**src/rtl/uart_rx_os.sv**
```systemverilog
// Oversampling UART receiver with majority vote, false-start rejection and error flags.
// data_valid rises 1 clk after the stop-bit vote; a frame completing while the held word is unread is dropped (overrun pulse).
module uart_rx_os #(
  parameter int DATA_BITS  = 8,
  parameter int OS_RATE    = 16,
  parameter int DIV_W      = 16,
  parameter int PARITY_EN  = 0,
  parameter int PARITY_ODD = 0
) (
  input  logic                 clk,
  input  logic                 rst_n,
  input  logic                 serial_in,
  input  logic [DIV_W-1:0]     baud_div,
  output logic [DATA_BITS-1:0] data_out,
  output logic                 data_valid,
  input  logic                 data_ready,
  output logic                 frame_err,
  output logic                 parity_err,
  output logic                 overrun,
  output logic                 busy
);

  localparam int OS_W = $clog2(OS_RATE);
  localparam int BC_W = $clog2(DATA_BITS + 1);
  localparam int M    = OS_RATE / 2;
  localparam logic [OS_W-1:0] OS_M_LO = OS_W'(M - 1);
  localparam logic [OS_W-1:0] OS_M    = OS_W'(M);
  localparam logic [OS_W-1:0] OS_M_HI = OS_W'(M + 1);
  localparam logic [OS_W-1:0] OS_LAST = OS_W'(OS_RATE - 1);
  localparam logic [BC_W-1:0] BC_FULL = BC_W'(DATA_BITS);
  localparam logic            ODD     = (PARITY_ODD != 0);

  typedef enum logic [2:0] {IDLE, START, DATA, PARITY, STOP} state_t;

  state_t               state, state_nxt;
  logic                 sync1, rx_s;
  logic [DIV_W-1:0]     div_cnt, div_lat;
  logic [OS_W-1:0]      os_cnt;
  logic [BC_W-1:0]      bit_cnt;
  logic [DATA_BITS-1:0] shreg;
  logic                 samp_a, samp_b, par_bad;
  logic                 tick, at_vote, bit_end, vote, done;

  assign tick    = (div_cnt == div_lat);
  assign at_vote = tick && (os_cnt == OS_M_HI);
  assign bit_end = tick && (os_cnt == OS_LAST);
  // Third sample is rx_s itself, so the vote resolves on the M+1 tick.
  assign vote    = (samp_a & samp_b) | (samp_a & rx_s) | (samp_b & rx_s);
  assign busy    = (state != IDLE);

  always_comb begin
    state_nxt = state;
    done      = 1'b0;
    case (state)
      IDLE:   if (!rx_s) state_nxt = START;
      START: begin
        if (at_vote && vote) state_nxt = IDLE;
        else if (bit_end)    state_nxt = DATA;
      end
      DATA:   if (bit_end && bit_cnt == BC_FULL) state_nxt = (PARITY_EN != 0) ? PARITY : STOP;
      PARITY: if (bit_end) state_nxt = STOP;
      STOP: begin
        if (at_vote) begin
          state_nxt = IDLE;
          done      = 1'b1;
        end
      end
      default: state_nxt = IDLE;
    endcase
  end

  always_ff @(posedge clk or negedge rst_n) begin
    if (!rst_n) begin
      state      <= IDLE;
      sync1      <= 1'b1;
      rx_s       <= 1'b1;
      div_cnt    <= '0;
      div_lat    <= '0;
      os_cnt     <= '0;
      bit_cnt    <= '0;
      shreg      <= '0;
      samp_a     <= 1'b0;
      samp_b     <= 1'b0;
      par_bad    <= 1'b0;
      data_out   <= '0;
      data_valid <= 1'b0;
      frame_err  <= 1'b0;
      parity_err <= 1'b0;
      overrun    <= 1'b0;
    end else begin
      sync1   <= serial_in;
      rx_s    <= sync1;
      state   <= state_nxt;
      overrun <= 1'b0;

      if (state == IDLE) begin
        div_cnt <= '0;
        os_cnt  <= '0;
        bit_cnt <= '0;
        par_bad <= 1'b0;
        if (!rx_s) div_lat <= baud_div;
      end else if (tick) begin
        div_cnt <= '0;
        os_cnt  <= (os_cnt == OS_LAST) ? '0 : os_cnt + 1'b1;
        if (os_cnt == OS_M_LO) samp_a <= rx_s;
        if (os_cnt == OS_M)    samp_b <= rx_s;
        if (at_vote && state == DATA) begin
          shreg   <= {vote, shreg[DATA_BITS-1:1]};
          bit_cnt <= bit_cnt + 1'b1;
        end
        if (at_vote && state == PARITY) par_bad <= (vote != ((^shreg) ^ ODD));
      end else begin
        div_cnt <= div_cnt + 1'b1;
      end

      // A finishing frame takes priority over clearing a consumed word.
      if (done) begin
        if (!data_valid || data_ready) begin
          data_out   <= shreg;
          frame_err  <= ~vote;
          parity_err <= par_bad;
          data_valid <= 1'b1;
        end else begin
          overrun <= 1'b1;
        end
      end else if (data_valid && data_ready) begin
        data_valid <= 1'b0;
      end
    end
  end

endmodule

```
**config.mk**
```make
export PLATFORM = sky130hd
export DESIGN_NAME = uart_rx_os
export DESIGN_NICKNAME = d
export VERILOG_FILES = /design/src/rtl/uart_rx_os.sv
export SDC_FILE = /design/constraint.sdc
export NUM_CORES = 1
export LEC_CHECK = 0
export CAP_MARGIN = 20
export CORE_ASPECT_RATIO = 0.6
export CORE_MARGIN = 10
export CORE_UTILIZATION = 30
export CTS_CLUSTER_DIAMETER = 30
export DETAILED_ROUTE_END_ITERATION = 8
export PLACE_DENSITY = 0.53
export REMOVE_ABC_BUFFERS = 1
export SLEW_MARGIN = 20
export SYNTH_ARGS = -nofsm -noshare
export SYNTH_HDL_FRONTEND = slang
export SYNTH_SLANG_ARGS = --single-unit
```
**constraint.sdc**
```tcl
create_clock -name clk -period 3.4 [get_ports clk]
set_input_delay 0.85 -clock clk [delete_from_list [all_inputs] [get_ports clk]]
set_output_delay 0.85 -clock clk [all_outputs]
set_load 0.03 [all_outputs]
```
# [Word-level counts from Yosys, hierarchy flattened]
# Cells that the tools add are included.
[word_totals] output_inout_bits=13 reg_bits=68 inputBits=20 wordCells=94
[classes] n_bitwise=8 n_eq_ne=17 n_reduce_logical=25 n_mux=25 add_sub_neg=3
[op_table] operator="$mux W16" count=2
[op_table] operator="$mux W4" count=6
[op_table] operator="$mux W3" count=6
[op_table] operator="$add A16 B1 Y16 const B" count=1
[op_table] operator="$eq A16 B16 Y1" count=1
[op_table] operator="$eq A4 B4 Y1 const B" count=4
[op_table] operator="$pmux W3 S5" count=1
[op_table] operator="$mux W1" count=10
[op_table] operator="$reduce_and A2 Y1" count=5
[op_table] operator="$reduce_and A3 Y1" count=3
[op_table] operator="$add A4 B1 Y4 const B" count=2
[op_table] operator="$ne A2 B2 Y1 const B" count=4
[op_table] operator="$reduce_bool A2 Y1" count=4
[op_table] operator="$reduce_xor A8 Y1" count=1
[op_table] operator="$logic_and A1 B1 Y1" count=7
[op_table] operator="$eq A3 B2 Y1 const B" count=2
[op_table] operator="$reduce_and A5 Y1" count=1
[op_table] operator="$eq A4 B3 Y1 const B" count=1
[op_table] operator="$and A1 B1 Y1" count=3
[op_table] operator="$eq A3 B1 Y1 const B" count=1
[op_table] operator="$eq A3 B3 Y1 const B" count=1
[op_table] operator="$logic_not A3 Y1" count=1
[op_table] operator="$ne A3 B3 Y1 const B" count=1
[op_table] operator="$not A1 Y1" count=3
[op_table] operator="6 further kinds" count=7

# [Logic depth before layout (Yosys ltp)]
[depth] ltp_word=7 depth_mapped=8 mapped_depth_nobuf=6

# [Least setup slack after synthesis]
# Ideal clock, no wire load.
[synth_path] path_kind="register to register" startpoint="register state[0]" endpoint="register div_lat[0]" setup_slack_ns=1.042 t_required_ns=3.275 stages_incl_launch_ff=7 synth_period_minus_slack_ns=2.358 arrival_time_ns=2.233 setup_time_ns=0.125 path_buffers=2 path_cell_list="dfrtp_1 > clkbuf_1 > nor3_2 > inv_1 > nor2_1 > buf_2 > mux2_2"
[synth_via] elab_chain_cells=2
[synth_lines] element="start, declared" line="35" source="state_t state, state_nxt;"
[synth_lines] element="start signal, assigned" line="93" source="state <= state_nxt;"
[synth_lines] element="$logic_not A3 Y1" line="96" source="if (state == IDLE) begin"
[synth_lines] element="$reduce_and A2 Y1 (no source line)"
[synth_lines] element="end signal, assigned" line="101" source="if (!rx_s) div_lat <= baud_div;"
[synth_lines] element="end, declared" line="37" source="logic [DIV_W-1:0] div_cnt, div_lat;"
# Every way passes these cells.
# A chain may end at the register's enable or synchronous reset.

# [Worst setup path in the final report]
[layout_path] startpoint="register state[0]" endpoint="output port busy"
[layout_via] elab_chain_cells=1
[layout_lines] element="$reduce_bool A3 Y1" line="49" source="assign busy = (state != IDLE);"
[layout_lines] element="end, declared" line="20" source="output logic busy"
# Every way passes these cells.

==> impl_metrics.json <==
{
  "outcome": "finished clean",
  "fp.dieH_um": 100,
  "avgSynthCellArea_um2": 11.8,
  "swShare_pct": 23.8,
  "period_share_pct": 91.4,
  "ant_nets": 0,
  "cp_slowest_cell": "clkdlybuf4s50_1",
  "post-synth-top-area-cell": "dfrtp_1",
  "crit_path_end_kind": "output port",
  "dp_cells": 440,
  "synthArstFlopShare_pct": 100,
  "grt_overflow_total": 0,
  "row_count": 29,
  "switchingPower_uw": 441,
  "hold_buffers": 0,
  "worst_slew_pin_slew_ns": 0.678,
  "hp-class": "flip-flop to flip-flop",
  "nets": 338,
  "clock_skew_ns": 0.00632,
  "layout_min_cycle_time_ns": 3.11,
  "yosysWarnings": 0,
  "power.density_mw_per_mm2": 463,
  "cpPeakStageDelay_ns": 0.66,
  "clock_latency_ns": 0.33,
  "grt_max_degree": 42,
  "wl_per_cell_um": 14.5,
  "synth_cell_type_count": 42,
  "p_total_uw": 1850,
  "synth_cells": 272,
  "die_w_um": 154,
  "cts_sinks": 68,
  "clock_power_share_pct": 46.3,
  "hold_violations": 0,
  "crit_fanout": 10,
  "required_ns": 2.55,
  "cts-buffers-inserted": 9,
  "dp.final_hpwl_um": 4820,
  "finalInstanceArea_mm2": 0.00401,
  "first_iter_violations": 94,
  "timing.fmax_ghz": 0.322,
  "synthTopCellsByArea": "dfrtp_1 51%, mux2_2 13%, xor2_1 6.0%",
  "yosys.area.top_type_share_pct": 51.3,
  "ys_seq_area_share_pct": 53.0,
  "htree_levels": 3,
  "drive_gt1_share_pct": 21.5,
  "place_area_mm2": 0.00373,
  "instances_no_fill": 456,
  "io_pins": 33,
  "synthToLayoutAreaGrowth_pct": 24.6,
  "finalMaxSlewViolations": 0,
  "globalplace.congestion": 0.778,
  "internal_power_uw": 1410,
  "ys_seq_elements": 68,
  "finalSetupViolations": 0,
  "utilization_pct": 38.1,
  "vias": 2081,
  "synth.cells.most_frequent": "66 x dfrtp_1, 36 x mux2_2, 26 x nor2_1, 22 x xor2_1, 14 x xnor2_1",
  "irDropWorstVdd_mv": 0.205,
  "wl_um": 6630,
  "synth_edf_count": 0,
  "diodes": 0,
  "cap_violations": 0,
  "tns_ns": 0,
  "core_mm2": 0.0105,
  "drc_errors": 0,
  "arrival_ns": 2.26,
  "synth_most_common_cell": "dfrtp_1",
  "setup.worst_path.class": "flip-flop to output port",
  "cts_resized": 0,
  "dr.pass1.iters": 4,
  "syn_area_mm2": 0.00322,
  "numPortBuffers": 32,
  "vias_per_cell": 4.56,
  "grt_pass1_wl_um": 11300,
  "power_frac_comb_pct": 6.0,
  "grt_pass1_vias": 2163,
  "slew_headroom_pct": 54.4,
  "post_cts.repair.setup_buffers": 0,
  "clock-root-buffer": "clkbuf_16",
  "tritoncts": "done",
  "ys.flop_type": "dfrtp_1",
  "path_clk_slew_ns": 0.06,
  "crit_chain": "nor3_2 -> inv_1 -> clkdlybuf4s50_1",
  "startpoint_type": "flip-flop",
  "p_leak_uw": 0.00176,
  "grt_use_total_pct": 9.31,
  "clockBufferDepth": 2,
  "dieArea_mm2": 0.0154,
  "antenna_found_initial": 0,
  "initial_core_util_pct": 30.6,
  "p_seq_share_pct": 47.7,
  "rsz0062_at_grt": "no"
}
## registers in the layout, indices dropped and copies added, names as in the netlist
register / cells
div_cnt: 16
samp_b: 1
state: 3
shreg: 8
frame_err: 1
rx_s: 1
parity_err: 1
os_cnt: 4
sync1: 1
data_valid: 1
par_bad: 1
samp_a: 1
data_out: 8
overrun: 1
bit_cnt: 4
div_lat: 16
## power by group through the flow
stage | sequential [uW] | clock (uW) | combinational [uW]
2_1_floorplan | 888 | 0 | 55.6
3_3_place_gp | 898 | 0 | 111
3_5_place_dp | 898 | 0 | 113
4_1_cts | 884 | 890 | 113
5_1_grt | 889 | 926 | 124
6_report | 884 | 858 | 112
## metal layers
layer | routed length [um] | share of wire, % | vias up | global-route usage, %
met5 | 0 | 0 | - | 0
met4 | 93 | 1.4 | 0 | 4.34
met3 | 349 | 5.3 | 7 | 3.63
met2 | 2450 | 37 | 41 | 11.1
met1 | 3740 | 56 | 1000 | 13.8
li1 | - | - | 1033 | -
## area by class of cell
| type | instances | area [um^2] |
|---|---|---|
| clock inverters | 5 | 37.5 |
| inverters | 10 | 37.5 |
| well taps | 139 | 174 |
| flip-flops and latches | 68 | 1700 |
| clock buffers | 11 | 243 |
| fillers | 1034 | 6510 |
| repair buffers | 37 | 365 |
| multi-input cells | 186 | 1450 |
## worst paths after layout
kind / from / endpoint / cells past startpoint / slack (ns)
worst max-delay path: state[0] / busy / 3 / 0.29
worst min-delay path: sync1 / rx_s / 0 / 0.36
worst max register to register: div_cnt[1] / data_out[7] / 7 / 0.75
worst min register to register: sync1 / rx_s / 0 / 0.36
max in group asynchronous: rst_n / state[1] / 2 / 2.19
min in group asynchronous: rst_n / div_lat[4] / 1 / 0.56
## per-stage QoR
stage / hold WS [ns] / setup slack, ns
6_report: 0.356 / 0.294
5_1_grt: 0.362 / 0.110
4_1_cts: 0.357 / 0.265
3_5_place_dp: 0.348 / 0.612
3_3_place_gp: 0.349 / 0.708
2_1_floorplan: 0.345 / 0.268
## worst max-delay path, delay by kind of cell (launching register included)
family	cells	cell delay (ns)
buffers and inverters	2	0.87
and+or+nand+nor	1	0.59
DFF	1	0.47
## cell usage in the layout, fill, tap and decap left out, types with 3 or more instances in the layout
master / netlist / final
clkbuf_16: 0 / 9
xor2_1: 22 / 22
and4_1: 3 / 3
dfrtp_1: 66 / 66
or4_1: 4 / 4
buf_4: 0 / 4
nand2_1: 11 / 11
o21ai_0: 6 / 6
nor2_1: 26 / 26
nand3_1: 9 / 9
nor3_1: 6 / 6
mux2_2: 36 / 36
inv_1: 10 / 10
and3_1: 4 / 4
nor4_1: 5 / 5
xnor2_1: 14 / 14
ha_1: 6 / 6
clkdlybuf4s50_1: 0 / 31
mux2i_1: 3 / 3
a21oi_1: 6 / 6
## kinds of logic (layout without fill, tap and decap cells)
logic type	count (synthesis)	count (layout)	share of synthesized area, %
simple gates	84	84	14.6
flops	68	68	53.0
mux	39	39	13.5
xor+xnor	37	37	10.5
compound gates	20	20	3.81
buf+inv	18	63	2.22
fa+ha+maj	6	6	2.33
No activity file was read; power rests on OpenSTA's default activity.
